**src/rtl/vid_term.sv**
```systemverilog
// vid_term: text-terminal engine in front of the 1 KB video buffer.
// It takes a byte stream over valid/ready, keeps a cursor, and writes
// characters into video RAM. Line wrap, scroll-up and clear-screen are
// done here, so a CPU can print with one byte write.
//
// state        | meaning
// -------------+----------------------------------------------------
// IDLE         | waiting for a byte; the only state with char_ready=1
// PUT_ISSUE    | write the printable byte at the cursor
// PUT_WAIT     | wait for that write, then advance, wrap or scroll
// SC_RD_ISSUE  | scroll: read the source cell (rows 1..27)
// SC_RD_WAIT   | scroll: capture the read data when the buffer is ready
// SC_WR_ISSUE  | scroll: write the captured byte one row up
// SC_WR_WAIT   | scroll: wait for that write, step the source address
// SC_BLK_ISSUE | scroll: write BLANK into the last visible row
// SC_BLK_WAIT  | scroll: wait for the blank write
// CLR_ISSUE    | clear: write BLANK to the current cell
// CLR_WAIT     | clear: wait for the write, step or finish
module vid_term #(
  parameter int          COLS  = 32,
  parameter int          ROWS  = 28,
  parameter logic [7:0]  BLANK = 8'h20
) (
  input  logic       clk,
  input  logic       reset,
  input  logic       char_valid,
  input  logic [7:0] char_data,
  output logic       char_ready,
  output logic       v_sel,
  output logic       v_we,
  output logic [9:0] v_addr,
  output logic [7:0] v_din,
  input  logic [7:0] v_dout,
  input  logic       v_rdy,
  output logic [4:0] cursor_col,
  output logic [4:0] cursor_row,
  output logic       busy
);

  localparam logic [4:0] LAST_COL   = 5'(COLS - 1);
  localparam logic [4:0] LAST_ROW   = 5'(ROWS - 1);
  localparam logic [9:0] LAST_ADDR  = 10'(ROWS * COLS - 1);
  localparam logic [9:0] FIRST_SRC  = 10'(COLS);
  localparam logic [9:0] LAST_START = 10'((ROWS - 1) * COLS);
  localparam logic [9:0] ROW_STEP   = 10'(COLS);

  typedef enum logic [3:0] {
    IDLE, PUT_ISSUE, PUT_WAIT,
    SC_RD_ISSUE, SC_RD_WAIT, SC_WR_ISSUE, SC_WR_WAIT,
    SC_BLK_ISSUE, SC_BLK_WAIT,
    CLR_ISSUE, CLR_WAIT
  } state_t;

  state_t     state, state_nxt;
  logic [4:0] col, col_nxt;
  logic [4:0] row, row_nxt;
  logic [9:0] addr, addr_nxt;   // scroll source / blank / clear address
  logic [7:0] data, data_nxt;   // character to put, or byte read during scroll

  logic       ready_c, sel_c, we_c;
  logic [9:0] addr_c;
  logic [7:0] din_c;

  // State and datapath registers.
  always_ff @(posedge clk) begin
    if (reset) begin
      state <= IDLE;
      col   <= '0;
      row   <= '0;
      addr  <= '0;
      data  <= '0;
    end else begin
      state <= state_nxt;
      col   <= col_nxt;
      row   <= row_nxt;
      addr  <= addr_nxt;
      data  <= data_nxt;
    end
  end

  // Next-state, cursor/address updates and bus drive.
  always_comb begin
    state_nxt = state;
    col_nxt   = col;
    row_nxt   = row;
    addr_nxt  = addr;
    data_nxt  = data;
    ready_c   = 1'b0;
    sel_c     = 1'b0;
    we_c      = 1'b0;
    addr_c    = addr;
    din_c     = data;

    case (state)
      IDLE: begin
        ready_c = 1'b1;
        if (char_valid) begin
          if (char_data >= 8'h20) begin
            data_nxt  = char_data;
            state_nxt = PUT_ISSUE;
          end else begin
            case (char_data)
              8'h0D: col_nxt = '0;
              8'h0A: begin
                if (row == LAST_ROW) begin
                  addr_nxt  = FIRST_SRC;
                  state_nxt = SC_RD_ISSUE;
                end else begin
                  row_nxt = row + 5'd1;
                end
              end
              8'h08: if (col != '0) col_nxt = col - 5'd1;
              8'h0C: begin
                addr_nxt  = '0;
                state_nxt = CLR_ISSUE;
              end
              default: ;  // other control bytes are consumed silently
            endcase
          end
        end
      end

      PUT_ISSUE: begin
        sel_c     = 1'b1;
        we_c      = 1'b1;
        addr_c    = {row, col};
        din_c     = data;
        state_nxt = PUT_WAIT;
      end

      PUT_WAIT: begin
        if (v_rdy) begin
          state_nxt = IDLE;
          if (col == LAST_COL) begin
            col_nxt = '0;
            if (row == LAST_ROW) begin
              addr_nxt  = FIRST_SRC;
              state_nxt = SC_RD_ISSUE;
            end else begin
              row_nxt = row + 5'd1;
            end
          end else begin
            col_nxt = col + 5'd1;
          end
        end
      end

      SC_RD_ISSUE: begin
        sel_c     = 1'b1;
        addr_c    = addr;
        state_nxt = SC_RD_WAIT;
      end

      SC_RD_WAIT: begin
        // Read data is only valid in the cycle v_rdy is high.
        if (v_rdy) begin
          data_nxt  = v_dout;
          state_nxt = SC_WR_ISSUE;
        end
      end

      SC_WR_ISSUE: begin
        sel_c     = 1'b1;
        we_c      = 1'b1;
        addr_c    = addr - ROW_STEP;
        din_c     = data;
        state_nxt = SC_WR_WAIT;
      end

      SC_WR_WAIT: begin
        if (v_rdy) begin
          if (addr == LAST_ADDR) begin
            addr_nxt  = LAST_START;
            state_nxt = SC_BLK_ISSUE;
          end else begin
            addr_nxt  = addr + 10'd1;
            state_nxt = SC_RD_ISSUE;
          end
        end
      end

      SC_BLK_ISSUE: begin
        sel_c     = 1'b1;
        we_c      = 1'b1;
        addr_c    = addr;
        din_c     = BLANK;
        state_nxt = SC_BLK_WAIT;
      end

      SC_BLK_WAIT: begin
        if (v_rdy) begin
          if (addr == LAST_ADDR) begin
            state_nxt = IDLE;
          end else begin
            addr_nxt  = addr + 10'd1;
            state_nxt = SC_BLK_ISSUE;
          end
        end
      end

      CLR_ISSUE: begin
        sel_c     = 1'b1;
        we_c      = 1'b1;
        addr_c    = addr;
        din_c     = BLANK;
        state_nxt = CLR_WAIT;
      end

      CLR_WAIT: begin
        if (v_rdy) begin
          if (addr == LAST_ADDR) begin
            col_nxt   = '0;
            row_nxt   = '0;
            state_nxt = IDLE;
          end else begin
            addr_nxt  = addr + 10'd1;
            state_nxt = CLR_ISSUE;
          end
        end
      end

      default: state_nxt = IDLE;
    endcase
  end

  // Outputs are forced to zero while reset is asserted so nothing leaks
  // onto the bus in the reset cycle itself.
  always_comb begin
    char_ready = ready_c & ~reset;
    v_sel      = sel_c & ~reset;
    v_we       = we_c & ~reset;
    v_addr     = reset ? 10'd0 : addr_c;
    v_din      = reset ? 8'd0 : din_c;
    cursor_col = reset ? 5'd0 : col;
    cursor_row = reset ? 5'd0 : row;
    busy       = (state != IDLE) & ~reset;
  end

endmodule

```
**config.mk**
```make
export PLATFORM = sky130hd
export DESIGN_NAME = vid_term
export DESIGN_NICKNAME = d
export VERILOG_FILES = /design/src/rtl/vid_term.sv
export SDC_FILE = /design/constraint.sdc
export NUM_CORES = 1
export LEC_CHECK = 0
export ABC_AREA = 1
export ABC_CLOCK_PERIOD_IN_PS = 1600
export CAP_MARGIN = 10
export CORE_AREA = 8 8 86 88
export DETAILED_ROUTE_END_ITERATION = 10
export DIE_AREA = 0 0 94 96
export HOLD_SLACK_MARGIN = 0.02
export PLACE_DENSITY = 0.72
export SKIP_LAST_GASP = 1
export SLEW_MARGIN = 20
export SYNTH_ARGS = -nofsm -noshare
export SYNTH_HDL_FRONTEND = slang
export SYNTH_SLANG_ARGS = --single-unit
export TNS_END_PERCENT = 5
```
**constraint.sdc**
```tcl
create_clock -name clk -period 1.6 [get_ports clk]
set_input_delay 0.24 -clock clk [delete_from_list [all_inputs] [get_ports clk]]
set_output_delay 0.24 -clock clk [all_outputs]
set_load 0.01 [all_outputs]
```
# Word-level counts from Yosys, hierarchy flattened
# Cells that the tools add are included.
# op_classes
mux,55
addsub,5
eq_ne,35
order_cmp,1
reduce_logical,15
bitwise_logic,5
# op_table
cell,count
$mux W10,10
$mux W5,15
$pmux W4 S11,1
$mux W8,5
$pmux W10 S2,2
$pmux W10 S4,1
$mux W4,9
$eq A8 B4 Y1 const B,4
$pmux W5 S3,2
$reduce_and A8 Y1,3
$ne A2 B2 Y1 const B,11
$eq A4 B3 Y1 const B,4
$pmux W8 S2,1
$eq A4 B4 Y1 const B,3
$add A10 B1 Y10 const B,1
$add A5 B1 Y5 const B,2
$eq A10 B10 Y1 const B,1
$eq A5 B5 Y1 const B,2
$pmux W5 S2,1
$sub A10 B6 Y10 const B,1
$reduce_and A9 Y1,1
$eq A4 B2 Y1 const B,2
$ge A8 B6 Y1 const B,1
$pmux W4 S2,1
21 further kinds,32
# totals
out_inout_bits,32
word_cells,121
reg_bits,32
input_bits,20

# Logic depth before layout (Yosys ltp)
# logic_depth
word_depth,6
ltp_mapped,13
mapped_depth_nobuf,13

# Worst setup path after synthesis
# OpenSTA, ideal clock, no wires.
# synth_timing
path_type,flip-flop to flip-flop
startpoint,register col[2]
endpoint,register row[2]
t_arrival_ns,1.531
n_path_buf,1
period_less_slack_ns,1.663
path_slack_ns,-0.063
path_stages_with_launch,12
setup_time_ns,0.132
required_time_ns,1.468
cell_sequence,dfxtp_1 > clkbuf_1 > nand2_1 > nor2_1 > ha_1 > inv_1 > nand2_1 > nand3_1 > nor2_1 > nand2_2 > nand2_1 > a21oi_1
# synth_via
elab_chain_len,3
# synth_rtl
element,line,text
start: declaration,55,"logic [4:0] col, col_nxt;"
start signal: assignment,74,col <= col_nxt;
$eq A5 B5 Y1,134,if (col == LAST_COL) begin
$ne A2 B2 Y1 (no source line),n/a,
$reduce_and A8 Y1 (no source line),n/a,
end signal: assignment,75,row <= row_nxt;
end: declaration,56,"logic [4:0] row, row_nxt;"
# Every way passes these cells.
# A chain may end at the register's enable or synchronous reset.

# Final worst setup path
# layout_timing
startpoint,register state[1]
endpoint,output v_addr[4]
# layout_via
elab_chain_len,3
word_cells_on_any_way,4
classes_between,2 x eq/ne; 2 x mux
# layout_rtl
element,line,text
start: declaration,54,"state_t state, state_nxt;"
start signal: assignment,73,state <= state_nxt;
$eq A4 B3 Y1 or $eq A4 B1 Y1 (tied branches),94,case (state)
$pmux W10 S2 *,94,
$mux W10 *,232,v_addr = reset ? 10'd0 : addr_c;
end: declaration,31,"output logic [9:0] v_addr,"
# Mark *: on every way between the ends. The rest lies on a longest branch, timed or not.

==> qor.yml <==
synth_area_um2: 2794
rsz0062_at_grt: "true"
drcViolationCount: 0
critPathLaunchType: "register"
finalNetCount: 678
hold_class: "reg -> reg"
setup_tns_ns: -10.97
die_width_um: 94
port_buffers: 51
cp.required_ns: 1.36
syn_inst: 491
fp.dieH_um: 96
use_met2: 0.4148
gr-usage-met1: 0.2527
yosys_warnings: 0
path_class: "reg -> out"
drive_gt1_frac: 0.2938
grt.busiest_layer: "met2"
grt_usage: 0.2263
p_leak_uw: 0.002170
rr_startpoint: "state[0]$_SDFFE_PP0P_"
critPathBufInv: 4
worst_slack_ns: -0.2800
dp_hpwl_mm: 7.772
clockRootBuffer: "clkbuf_8"
cts-htree-levels: 2
rows: 29
worstHoldStart: "col[4]$_SDFFE_PP0P_"
clockBufferDepth: 2
synth_top_family_by_area: "simple AND/OR/NAND/NOR gates"
wirelength_mm: 10.27
antenna_cells: 0
power_density_nw_per_um2: 852.4
postSynthAreaPerCell_um2: 5.690
worst-path-max-fanout: 5
synth_fa_ha_area_frac: 0.03583
violations: "setup timing"
max_freq_mhz: 531.9
fin_total_pwr_uw: 3751
most-common-layout-cells: "nand2_1 (122), buf_4 (108), nor2_1 (73)"
grt_pass1_vias: 3711
startpoint: "state[1]$_SDFFE_PP0P_"
routedWlPerCell_um: 14.12
die_area_um2: 9024
first_iter_violations: 381
cp_slowest_stage_delay_ns: 0.34
numClockSinks: 32
slew_headroom: 0.7873
slew_violations: 0
synthSimpleGateAreaFrac: 0.4389
fin_crit_ns: 1.880
stdcell_count: 727
endpoint_kind: "output pin"
syn2layout_area_growth_pct: 57.50
cts_tree: "done"
antenna_found_initial: 0
hold_viol_final: 0
synth.distinct_cells: 36
worstPathCellList: "nor2_4, inv_2, nor2_4, buf_6, buf_4, o21ai_2, a21oi_1, buf_2"
synth_mux_area_frac: 0
worst_path_max_delay_cell: "dfxtp_1"
skew_ns: 0.01075
cts_buffers: 5
clk_pin_slew_ns: 0.07
vias_per_cell: 5.254
tightest_slew_ns: 0.3170
route.vias.total: 3820
grt-ovfl-total: 0
dp.cells: 707
core_region_area_um2: 6096
grt_max_degree: 19
ir_worst_vdd_v: 0.0005889
place_ws_ns: -0.5526
grtUsageMet3: 0.04524
mostFrequentLayoutCell: "nand2_1"
synth_nets: 519
clk_latency_ns: 0.30
critical_path.top_delay_family: "buffers and inverters"
hold_buffers: 0
place_congestion: 0.9562
firstDrtPassIters: 5
worstPathArrival_ns: 1.64
detail-route-antenna-nets: 0
min_period_over_period: 1.175
grt_first_pass_wirelength_mm: 16.57
outcome: "finished, violations left"
drv_cap: 0
synth_seq_cells: 32
final_util: 0.7219
setup_violations: 63
synth_xor_xnor_area_share: 0.03448
ys_seq_area_frac: 0.2293
synth_compound_area_frac: 0.1563
start_util: 0.4583
cp_common_cell: "nor2_4"
ioPinCount: 52
kinds of logic after synthesis:
| group | Yosys count |
|---|---|
| AOI/OAI and AO/OA | 80 |
| and+or+nand+nor | 288 |
| xor gates and xnor gates | 11 |
| DFF | 32 |
| adders and majority gates | 8 |
| buffers and inverters | 72 |
through the flow:
step / cell area (um^2) / hold WS (ns)
2_1_floorplan: 2796 / 0.4010
3_3_place_gp: 4143 / 0.4758
3_5_place_dp: 4143 / 0.4921
4_1_cts: 4263 / 0.5022
5_1_grt: 4400 / 0.5147
6_report: 4400 / 0.5096
per-layer routing:
layer  vias to the layer above  part of all wire  wire [um]
li1                       1912                 -          -
met1                      1707              0.41       4257
met2                       170              0.49       5036
met3                        31             0.071        728
met4                         0             0.024        244
met5                         -                 0          0
cell type report:
type / count / area, um^2
multi-input cells: 387 / 1962
fillers: 504 / 1695
repair buffers: 169 / 1403
flip-flops and latches: 32 / 649.4
inverters: 55 / 212.7
well taps: 77 / 96.34
clock buffers: 6 / 72.57
clock inverters: 1 / 5.005
sequential cells by signal, indices dropped and copies added, names as in the netlist:
register	cells
row	5
addr	10
col	5
state	4
data	8
tightest hold or removal path: stages, from the launching register on:
cell     delay [ns]
dfxtp_1        0.33
nand2_1        0.07
a21oi_1        0.06
timing repair:
action	in CTS	in global routing
pin swaps	6	18
setup buffers	3	8
gates cloned	1	1
gates resized for setup	71	45
setup endpoints to repair	64	64
cell usage after synthesis:
cell	count	area, um^2
clkbuf_1	11	41.29
a21oi_1	24	120.1
o21ai_0	19	95.09
nor3b_1	1	7.510
nand2_2	1	6.260
nand2_4	1	11.26
inv_2	10	37.54
or2_2	1	6.260
ha_1	8	100.1
clkinv_2	1	5.000
buf_6	2	22.52
nor3_1	4	20.02
clkinv_1	2	7.510
a22oi_1	1	7.510
nor2_4	1	11.26
xnor2_1	4	35.03
a211oi_1	1	7.510
o21bai_1	1	7.510
o221ai_1	1	8.760
nor2_1	83	311.6
dfxtp_1	32	640.6
buf_2	3	15.01
nand2_1	126	473.0
inv_1	42	157.7
buf_4	1	7.510
nand4_1	7	43.79
nand3_1	52	260.3
and2_4	1	8.760
nor2_2	7	43.79
a31oi_1	10	62.56
a221oi_1	1	8.760
o211ai_1	2	15.01
o22ai_1	3	18.77
xor2_1	7	61.31
o21ai_1	17	85.08
nand3b_1	3	22.52
final timing paths:
kind | to | slack (ns) | depth (start not counted)
max reg2reg | col[3]$_SDFFE_PP0P_ | -0.24 | 12
min reg2reg | col[4]$_SDFFE_PP0P_ | 0.51 | 2
min | col[4]$_SDFFE_PP0P_ | 0.51 | 2
max | v_addr[4] | -0.28 | 8
power by group:
part	leakage [uW]	internal (uW)	total [uW]	switching, uW
Clock	0.0000410	296	623	327
Sequential	0.000263	924	1000	77.9
Combinational	0.00187	977	2130	1150
Total	0.00217	2200	3750	1550
(Power assumes the default switching activity.)
